[src/rtl/regfile_fib_checker_pkg.sv]
// Shared definitions for the register-file Fibonacci checker.
// Holds the sweep FSM state encoding and the default bus widths.
// Imported by the checker top and its history-window sub-module.
package regfile_fib_checker_pkg;

  localparam int DEF_DATA_W = 16;
  localparam int DEF_ADDR_W = 4;

  typedef enum logic [1:0] {
    ST_IDLE = 2'd0,
    ST_READ = 2'd1,
    ST_EMIT = 2'd2,
    ST_DONE = 2'd3
  } state_t;

endpackage

[src/rtl/regfile_fib_checker_fib_window.sv]
// Two-deep history of accepted values plus a saturating beat counter.
// Latency: mismatch is combinational from din and the stored history.
// Backpressure: history only advances when shift is asserted (a handshake).
module regfile_fib_checker_fib_window
  import regfile_fib_checker_pkg::*;
#(
  parameter int DATA_W = DEF_DATA_W
) (
  input  logic              clk,
  input  logic              rst_n,
  input  logic              clr,
  input  logic              shift,
  input  logic [DATA_W-1:0] din,
  output logic              mismatch
);

  logic [DATA_W-1:0] prev1_q, prev1_d;
  logic [DATA_W-1:0] prev2_q, prev2_d;
  logic [1:0]        cnt_q, cnt_d;
  logic [DATA_W:0]   sum_full;
  logic [DATA_W-1:0] sum_w;
  logic              sum_carry_unused;

  // Sum is formed one bit wider; the carry is discarded so wrap-around is legal.
  assign sum_full = {1'b0, prev1_q} + {1'b0, prev2_q};
  assign {sum_carry_unused, sum_w} = sum_full;

  // The first two beats only seed the history, so they never flag.
  assign mismatch = (cnt_q == 2'd2) && (din != sum_w);

  // Next-state for the history: clear on a new sweep, shift on each accepted beat.
  always_comb begin
    prev1_d = prev1_q;
    prev2_d = prev2_q;
    cnt_d   = cnt_q;
    if (clr) begin
      prev1_d = '0;
      prev2_d = '0;
      cnt_d   = 2'd0;
    end else if (shift) begin
      prev2_d = prev1_q;
      prev1_d = din;
      cnt_d   = (cnt_q == 2'd2) ? 2'd2 : cnt_q + 2'd1;
    end
  end

  // History registers.
  always_ff @(posedge clk or negedge rst_n) begin
    if (!rst_n) begin
      prev1_q <= '0;
      prev2_q <= '0;
      cnt_q   <= 2'd0;
    end else begin
      prev1_q <= prev1_d;
      prev2_q <= prev2_d;
      cnt_q   <= cnt_d;
    end
  end

endmodule

[config.mk]
export PLATFORM = sky130hd
export DESIGN_NAME = regfile_fib_checker_fib_window
export DESIGN_NICKNAME = d
export VERILOG_FILES = /design/src/rtl/regfile_fib_checker_pkg.sv /design/src/rtl/regfile_fib_checker_fib_window.sv
export SDC_FILE = /design/constraint.sdc
export NUM_CORES = 1
export LEC_CHECK = 0
export ABC_AREA = 1
export CAP_MARGIN = 25
export CORE_AREA = 2 2 77 79
export CTS_CLUSTER_DIAMETER = 100
export DETAILED_ROUTE_END_ITERATION = 10
export DIE_AREA = 0 0 79 81
export PLACE_DENSITY = 0.67
export SYNTH_ARGS = -nofsm -noshare
export SYNTH_HDL_FRONTEND = slang
export SYNTH_SLANG_ARGS = --single-unit
[constraint.sdc]
create_clock -name clk -period 4.7 [get_ports clk]
set_input_delay 0.94 -clock clk [delete_from_list [all_inputs] [get_ports clk]]
set_output_delay 0.94 -clock clk [all_outputs]
set_load 0.005 [all_outputs]
==> out/metrics.yaml <==
synth.avg_cell_area_sq_um: 6.98
yosysUniqueCellTypes: 23
io_pins: 21
maxCapViolCount: 0
yosysWarningCount: 0
syn_nets: 394
cts_sinks: 34
area_growth_pct: 14.7
cp_cell_sequence: "ha_1 > fa_1 > nand2_1 > nand3_2 > nand3_1 > nand2_1 > nand2_1 > nand3b_1 > nand2_1 > inv_1 > nor2_1 > nand3_1 > nor2_1 > nor2_1 > clkdlybuf4s50_1"
overflow: 0
cp_slowest_cell: "fa_1"
rows: 28
grt_usage: 0.186
post_cts_buffers: 0
hp-class: "flip-flop to flip-flop"
n_antenna_cell: 0
via_per_inst: 4.85
yosys.area.top_type_share: 0.342
start_util: 0.438
fin_skew_ns: 0.00106
power_frac_clock: 0.333
drt_iter0_drc: 151
slew_headroom: 0.473
clock.fmax_mhz: 264
whs_ns: 0.543
crit_family: "simple AND/OR/NAND/NOR gates"
yosys.area.top_type: "dfrtp_1"
antenna_found_initial: 0
p_sw_frac: 0.295
drive_gt1_frac: 0.0504
seqCellArea_sq_um: 851
setup_viol: 0
n_fill_cell: 566
cp_common_cell: "nand2_1"
place_area_sq_um: 2760
htreeDepth: 2
routed_wl_mm: 5.41
drc: 0
clock_path_buffers: 2
power_density_nw_per_um2: 240
num_vias: 2191
firstDrtPassIters: 4
seq_area_frac_synth: 0.342
cts_root_buffer: "clkbuf_8"
place_congestion: 0.886
synthCells: 356
worstPathRequired_ns: 3.76
hold_viol: 0
design_area_sq_um: 2850
critPathKind: "flip-flop to output pin"
setup_tns_ns: 0
die_area_sq_um: 6400
hpwl_mm: 4.11
fin_crit_ns: 3.79
die_y_um: 81
power.internal_mw: 0.484
ys_ff_latch: 34
finalNetCount: 414
post_drt_wl_per_cell_um: 12.0
portBuffers: 20
cts_resized: 0
grt_pass1_wl_mm: 9.38
status: "finished, final reports clean"
cp_data_arrival_time_ns: 2.85
synthTopCellsByArea: "dfrtp_1, nand2_1, inv_1"
grt_pass1_vias: 2098
combPwrFrac: 0.209
crit_path_end_kind: "output pin"
multi_input_area_sq_um: 1330
cts_made_buffers: 5
clk_latency_ns: 0.29
max_stage_delay_ns: 0.45
fin_crit_sh: 0.806
core_area_sq_um: 5680
die_x_um: 79
synth_area_sq_um: 2490
rsz0062_at_grt: "false"
holdBufCountCts: 0
antenna_left: 0
irDropWorstVdd_mv: 0.170
critPathLaunchType: "flip-flop"
cts.clk_slew.worst_paths_ns: 0.07
path_buf_inv: 2
seqPwrFrac: 0.459
power.leakage_nw: 1.49
grt_max_degree: 35
cts_tree: "done"
tightest_slew_ns: 0.788
cp_max_fo: 4
maxSlewViolCount: 0
power.switching_mw: 0.202
-- synthesized netlist by cell type (all sizes together) --
cell type   n
a21o        2
ha         17
o211ai      1
nand3      37
a21oi      10
or2         1
and2        1
nand2      93
inv        74
nand3b      3
o22ai      20
nand4       3
xnor2       7
xor2        6
fa          1
o21ai      16
clkbuf      8
dfrtp      34
nor2       22
-- state kept, by name (all words and copies together), names as in the netlist --
signal and flops:
cnt_q 2, prev1_q 16, prev2_q 16
-- area by class of cell --
| type | instances | area share |
|---|---|---|
| clock buffer | 6 | 0.0289 |
| inverter | 74 | 0.0974 |
| clock inverter | 2 | 0.00439 |
| timing repair buffer | 21 | 0.0728 |
| sequential | 34 | 0.298 |
| multi-input combinational | 240 | 0.465 |
| tap | 75 | 0.0329 |
-- cell families after synthesis --
family / synth area share
buffers and inverters: 0.124
adders and majority gates: 0.0936
AOI/OAI and AO/OA: 0.115
and+or+nand+nor: 0.280
DFF: 0.342
xor gates and xnor gates: 0.0458
-- power by group through the flow --
stage / Sequential (mW) / Clock (mW) / Combinational [mW]
after floorplan: 0.318 / 0 / 0.0950
after global placement: 0.319 / 0 / 0.141
after detailed placement: 0.320 / 0 / 0.143
after CTS: 0.314 / 0.238 / 0.144
after global routing: 0.316 / 0.247 / 0.164
final: 0.315 / 0.228 / 0.143
-- path summary, 6_finish.rpt --
kind,from,slack [ns],endpoint,depth (start not counted)
min in group asynchronous,rst_n,1.05,prev1_q[15],2
min reg2reg,prev2_q[8],0.54,prev2_q[8],2
max,prev1_q[0],0.91,mismatch,15
min,prev2_q[8],0.54,prev2_q[8],2
max in group asynchronous,rst_n,3.33,prev2_q[12],2
max reg2reg,cnt_q[0],3.68,cnt_q[1],4
-- layer usage --
metal,part of all wire,up-vias,GRT usage
met3,0.024,6,0.0278
met5,0,-,0
met4,0.013,0,0.0569
li1,-,1165,-
met1,0.49,994,0.243
met2,0.47,26,0.319
-- tightest hold or removal path: stages (launching register included) --
cell	delay [ns]
dfrtp_1	0.38
inv_1	0.05
o22ai_1	0.07
-- through the flow --
| step | total power, mW | util | cells | setup WS (ns) |
|---|---|---|---|---|
| 2_1_floorplan | 0.413 | - | 356 | 1.93 |
| 3_3_place_gp | 0.461 | 0.486 | 444 | 0.966 |
| 3_5_place_dp | 0.463 | 0.486 | 444 | 0.968 |
| 4_1_cts | 0.696 | 0.503 | 452 | 0.911 |
| 5_1_grt | 0.727 | 0.503 | 452 | 0.681 |
| 6_report | 0.686 | 0.503 | 452 | 0.909 |
-- cell usage in the layout (no fill, tap or decap), drive strengths merged --
cell type,count
nand2,93
inv,74
nand3,37
dfrtp,34
nor2,22
o22ai,20
clkdlybuf4s50,20
ha,17
o21ai,16
a21oi,10
xnor2,7
xor2,6
clkbuf,6
nand4,3
nand3b,3
a21o,2
o211ai,1
and2,1
or2,1
fa,1
clkinv,1
clkinvlp,1
buf,1
Note: power is estimated with default switching activity, not from simulation.
